### src/rtl/ha_array_row_accumulator.sv
// Multi-cycle reducer: captures the four half-adder row pairs, sums ROWS_PER_CYCLE
// shifted rows per cycle into a wrapping accumulator, then offers the product.
module ha_array_row_accumulator #(
   parameter int PROD_W         = 16,
   parameter int ROWS_PER_CYCLE = 1
) (
   input  logic              clk,
   input  logic              rst_n,
   input  logic              in_valid,
   output logic              in_ready,
   input  logic [6:0]        ha_array_0_b,
   input  logic [8:0]        ha_array_0_t,
   input  logic [6:0]        ha_array_1_b,
   input  logic [8:0]        ha_array_1_t,
   input  logic [6:0]        ha_array_2_b,
   input  logic [8:0]        ha_array_2_t,
   input  logic [6:0]        ha_array_3_b,
   input  logic [8:0]        ha_array_3_t,
   output logic              out_valid,
   input  logic              out_ready,
   output logic [PROD_W-1:0] product,
   output logic              out_ovf
);

   localparam int         NROWS    = 4;
   localparam logic [1:0] CNT_STEP = 2'(ROWS_PER_CYCLE);
   localparam logic [1:0] LAST_CNT = 2'(NROWS - ROWS_PER_CYCLE);

   typedef enum logic [1:0] {IDLE, ACC, OUT} state_t;

   state_t              state_reg, state_next;
   logic [1:0]          cnt_reg, cnt_next;
   logic [PROD_W-1:0]   acc_reg, acc_next;
   logic                ovf_reg, ovf_next;
   logic [PROD_W-1:0]   product_reg, product_next;
   logic                out_ovf_reg, out_ovf_next;
   logic                capture;

   logic [6:0]          b_in  [NROWS];
   logic [8:0]          t_in  [NROWS];
   logic [6:0]          b_reg [NROWS];
   logic [8:0]          t_reg [NROWS];
   logic [9:0]          row_val  [NROWS];
   logic [15:0]         row_wide [NROWS];
   logic [PROD_W-1:0]   row_term [NROWS];

   logic [PROD_W-1:0]   acc_chain;
   logic                ovf_chain;
   logic [PROD_W:0]     sum;
   logic [1:0]          idx;

   assign b_in[0] = ha_array_0_b;
   assign b_in[1] = ha_array_1_b;
   assign b_in[2] = ha_array_2_b;
   assign b_in[3] = ha_array_3_b;
   assign t_in[0] = ha_array_0_t;
   assign t_in[1] = ha_array_1_t;
   assign t_in[2] = ha_array_2_t;
   assign t_in[3] = ha_array_3_t;

   // Per-row capture and row weighting: R_k = t + 4*b, placed at bit 2k.
   generate
      for (genvar gi = 0; gi < NROWS; gi++) begin : g_row
         always_ff @(posedge clk or negedge rst_n) begin
            if (!rst_n) begin
               b_reg[gi] <= '0;
               t_reg[gi] <= '0;
            end else if (capture) begin
               b_reg[gi] <= b_in[gi];
               t_reg[gi] <= t_in[gi];
            end
         end

         assign row_val[gi]  = 10'(t_reg[gi]) + {1'b0, b_reg[gi], 2'b00};
         assign row_wide[gi] = {6'b0, row_val[gi]} << (2 * gi);
         assign row_term[gi] = PROD_W'(row_wide[gi]);
      end
   endgenerate

   // Chained PROD_W+1 bit adders; any carry out of the top bit sets the sticky flag.
   always_comb begin
      acc_chain = acc_reg;
      ovf_chain = ovf_reg;
      sum       = '0;
      idx       = '0;
      for (int j = 0; j < ROWS_PER_CYCLE; j++) begin
         idx       = cnt_reg + 2'(j);
         sum       = {1'b0, acc_chain} + {1'b0, row_term[idx]};
         ovf_chain = ovf_chain | sum[PROD_W];
         acc_chain = sum[PROD_W-1:0];
      end
   end

   always_comb begin
      state_next   = state_reg;
      cnt_next     = cnt_reg;
      acc_next     = acc_reg;
      ovf_next     = ovf_reg;
      product_next = product_reg;
      out_ovf_next = out_ovf_reg;
      capture      = 1'b0;
      in_ready     = 1'b0;
      out_valid    = 1'b0;
      case (state_reg)
         IDLE: begin
            in_ready = 1'b1;
            if (in_valid) begin
               capture    = 1'b1;
               acc_next   = '0;
               ovf_next   = 1'b0;
               cnt_next   = '0;
               state_next = ACC;
            end
         end
         ACC: begin
            acc_next = acc_chain;
            ovf_next = ovf_chain;
            cnt_next = cnt_reg + CNT_STEP;
            // Publish on the final add so product is valid as soon as OUT is entered.
            if (cnt_reg == LAST_CNT) begin
               product_next = acc_chain;
               out_ovf_next = ovf_chain;
               state_next   = OUT;
            end
         end
         OUT: begin
            out_valid = 1'b1;
            if (out_ready) begin
               state_next = IDLE;
            end
         end
         default: begin
            state_next = IDLE;
         end
      endcase
   end

   always_ff @(posedge clk or negedge rst_n) begin
      if (!rst_n) begin
         state_reg   <= IDLE;
         cnt_reg     <= '0;
         acc_reg     <= '0;
         ovf_reg     <= 1'b0;
         product_reg <= '0;
         out_ovf_reg <= 1'b0;
      end else begin
         state_reg   <= state_next;
         cnt_reg     <= cnt_next;
         acc_reg     <= acc_next;
         ovf_reg     <= ovf_next;
         product_reg <= product_next;
         out_ovf_reg <= out_ovf_next;
      end
   end

   assign product = product_reg;
   assign out_ovf = out_ovf_reg;

endmodule
### config.mk
export PLATFORM = sky130hd
export DESIGN_NAME = ha_array_row_accumulator
export DESIGN_NICKNAME = d
export VERILOG_FILES = /design/src/rtl/ha_array_row_accumulator.sv
export SDC_FILE = /design/constraint.sdc
export NUM_CORES = 1
export LEC_CHECK = 0
export BUFFER_PORTS_ARGS = -buffer_cell sky130_fd_sc_hd__buf_2
export CORE_ASPECT_RATIO = 0.8
export CORE_UTILIZATION = 45
export CTS_BUF_LIST = sky130_fd_sc_hd__clkbuf_4 sky130_fd_sc_hd__clkbuf_8
export DETAILED_ROUTE_END_ITERATION = 8
export PLACE_DENSITY = 0.62
export SYNTH_ARGS = -nofsm -noshare
export SYNTH_HDL_FRONTEND = slang
export SYNTH_SLANG_ARGS = --single-unit
### constraint.sdc
create_clock -name clk -period 5.8 [get_ports clk]
set_clock_uncertainty 0.15 [all_clocks]
set_input_delay 0.58 -clock clk [delete_from_list [all_inputs] [get_ports clk]]
set_output_delay 0.58 -clock clk [all_outputs]
set_load 0.1 [all_outputs]
==> impl_metrics.ini <==
[floorplan]
ios = 87
die_area_sq_um = 13500
start_util_pct = 47.0
chipHeight_um = 104
core_region_area_sq_um = 12400
dieWidth_um = 129
number_of_standard_cell_rows_in_the_floorplan = 36

[sta]
fin_tns_setup_ns = 0
timing.final.hold_violations = 0
slew_headroom_pct = 27.7
finalSetupViolCount = 0
max_clock_freq_mhz = 246
final_period_minus_worst_setup_slack_ns = 4.06
final-max-slew-violation-count = 0
tightestPinTransition_ns = 1.08
grt_setup_unrepaired = no
layout_worst_path_cycle_share_pct = 70.1

[clock_tree]
clock-root-buffer = sky130_fd_sc_hd__clkbuf_8
htree_levels = 3
post_cts.resized_instances = 0
cts-buffers-inserted = 9
tritoncts = yes
cts.sinks = 102
clock_insertion_delay_worst_skew_ns = 0.40
cts_max_path_buffers = 2
clk_pin_slew_worst_paths_ns = 0.10
cts_setup_buffers = 0

[hold_path]
min_path_type = in2reg
min_delay_path_depth = 3

[yosys]
yosysUniqueCellTypes = 51
yosys_register_bits = 102
synth_top_cells_by_area = sky130_fd_sc_hd__dfrtp_1 (44%), sky130_fd_sc_hd__nand2_1 (15%), sky130_fd_sc_hd__ha_1 (9.6%)
net_count_after_synthesis = 796
ys_async_sr_fraction_pct = 100
synth.most_common_cell = sky130_fd_sc_hd__nand2_1
synth_cells = 678
number_of_synthesized_flops_with_an_enable_pin = 0
syn_avg_cell_area_sq_um = 8.63
yosys_warnings = 0
synthDominantCellAreaShare_pct = 43.6
post-synth-top-area-cell = sky130_fd_sc_hd__dfrtp_1
synth.yosys.seq_area_share_pct = 43.6
synthFlopType = sky130_fd_sc_hd__dfrtp_1
synthesis.area_sq_um = 5850
netlist_top_cells_count = sky130_fd_sc_hd__nand2_1 (231), sky130_fd_sc_hd__dfrtp_1 (102), sky130_fd_sc_hd__ha_1 (45), sky130_fd_sc_hd__o21ai_0 (45), sky130_fd_sc_hd__a21oi_1 (34)

[setup_path]
endpoint = acc_reg[15]$_DFFE_PN0P_
reg2reg_to = acc_reg[15]$_DFFE_PN0P_
timing.rr.start = b_reg[7]$_DFFE_PN0P_
timing.critical_path.to_type = register
critical_path_arrival_ns = 4.15
worstPathMaxFanout = 9
critical_path.startpoint_type = register
r2r_cells = 15
startpoint = b_reg[7]$_DFFE_PN0P_
worst_ep_required_time_ns = 5.89
r2r_setup_slk_ns = 1.74
worstSetupPathType = reg2reg

[final_layout]
largest_reg_flops = 36
syn_to_final_growth_pct = 13.8
post_layout_net_count = 867
post_route_cells_drive_above_1_share_pct = 15.8
n_antenna_cell = 0

[routing]
vias_per_cell = 5.20
drt_first_iter_violations = 211
final_antenna_net_count = 0
routed-via-count = 4809
firstDrtPassIters = 4
detail_route.wl_per_cell_um = 14.6
drc = 0
route.final.wire_length_um = 13500

[global_route]
grt_pass1_vias = 4699
antenna_found_initial = 0
grt.overflow.total = 0
grt_pass1_wl_um = 22700
total_routing_resource_utilization_after_global_routing_pct = 21.6
maximum_number_of_pins_on_one_net_before_global_route_repair = 75

[job]
number_of_violations_of_the_max_capacitance_limit = 0

[outcome]
outcome = completed

[placement]
io_port_bufs = 86
dp.final_hpwl_um = 9720
routability_congestion_estimate_from_global_placement = 0.882
==> routing by layer <==
metal,wire length (um),share of wire (%),track usage [%],up-vias
met5,0,0,0,-
met4,234,1.7,7.39,0
met3,570,4.2,5.25,21
met2,6070,45,32.9,101
met1,6650,49,30.0,2254
li1,-,-,-,2433
==> final cells by class <==
class,count,area (sq um)
fill,1224,5770
multi-input combinational,527,3120
sequential,102,2550
timing repair buffer,91,473
tap,171,214
clock buffer,12,159
clock inverter,4,76.3
inverter,18,67.6
==> cell usage in the layout (no fill, tap or decap), types with 12 or more instances in the layout <==
| cell | count |
|---|---|
| sky130_fd_sc_hd__dfrtp_1 | 102 |
| sky130_fd_sc_hd__a21oi_1 | 34 |
| sky130_fd_sc_hd__xnor2_1 | 12 |
| sky130_fd_sc_hd__nor2_1 | 26 |
| sky130_fd_sc_hd__buf_2 | 85 |
| sky130_fd_sc_hd__xor2_1 | 12 |
| sky130_fd_sc_hd__nand2_1 | 230 |
| sky130_fd_sc_hd__a21o_1 | 12 |
| sky130_fd_sc_hd__ha_1 | 45 |
| sky130_fd_sc_hd__inv_1 | 18 |
| sky130_fd_sc_hd__o21ai_0 | 45 |
==> kinds of logic after synthesis <==
| logic type | synth area share, % |
|---|---|
| DFF | 43.6 |
| AOI/OAI and AO/OA | 15.9 |
| xor gates and xnor gates | 3.59 |
| adders and majority gates | 11.3 |
| buffers and inverters | 3.14 |
| and+or+nand+nor | 21.1 |
| muxes | 1.28 |
==> how the worst min path moves through the flow <==
| stage | from | slack (ns) | to |
|---|---|---|---|
| after detailed placement | t_reg[27]$_DFFE_PN0P_ | 0.31 | t_reg[27]$_DFFE_PN0P_ |
| after global placement | product[3]$_DFFE_PN0P_ | 0.31 | product[3]$_DFFE_PN0P_ |
| after floorplan | rst_n | 0.13 | acc_reg[0]$_DFFE_PN0P_ |
| after global routing | ha_array_1_b[1] | 0.21 | b_reg[15]$_DFFE_PN0P_ |
| after CTS | ha_array_1_t[6] | 0.20 | t_reg[24]$_DFFE_PN0P_ |
| final | ha_array_1_t[6] | 0.22 | t_reg[24]$_DFFE_PN0P_ |
==> through the flow <==
stage          hold slack (ns)  worst slack (ns)  cells  cell area [sq um]  util, %
2_1_floorplan            0.134              2.13    678               5850        -
4_1_cts                  0.197              1.72    925               6660     53.6
6_report                 0.218              1.74    925               6660     53.6
3_5_place_dp             0.310              1.74    908               6410     51.6
3_3_place_gp             0.307              1.88    908               6410     51.6
5_1_grt                  0.206              1.38    925               6660     53.6
==> timing repair <==
| action | CTS | global route |
|---|---|---|
| setup endpoints to repair | 0 | 0 |
| hold buffers | 1 | 0 |
| endpoints found under the hold margin | 32 | 0 |
==> critical path, stage by stage, from the launching register on <==
cell	delay [ns]
sky130_fd_sc_hd__dfrtp_1	0.40
sky130_fd_sc_hd__ha_1	0.22
sky130_fd_sc_hd__fa_1	0.40
sky130_fd_sc_hd__a21o_1	0.17
sky130_fd_sc_hd__a21oi_1	0.25
sky130_fd_sc_hd__o21ai_0	0.12
sky130_fd_sc_hd__a211oi_1	0.22
sky130_fd_sc_hd__o21ai_0	0.11
sky130_fd_sc_hd__a21boi_0	0.20
sky130_fd_sc_hd__ha_1	0.37
sky130_fd_sc_hd__a21oi_1	0.34
sky130_fd_sc_hd__o211ai_1	0.16
sky130_fd_sc_hd__a221o_1	0.34
sky130_fd_sc_hd__a31oi_1	0.19
sky130_fd_sc_hd__xor2_1	0.19
sky130_fd_sc_hd__o21ai_0	0.09
Power is not shown: default switching activity piles up to over one toggle a cycle in this logic, so the estimate is an artifact.
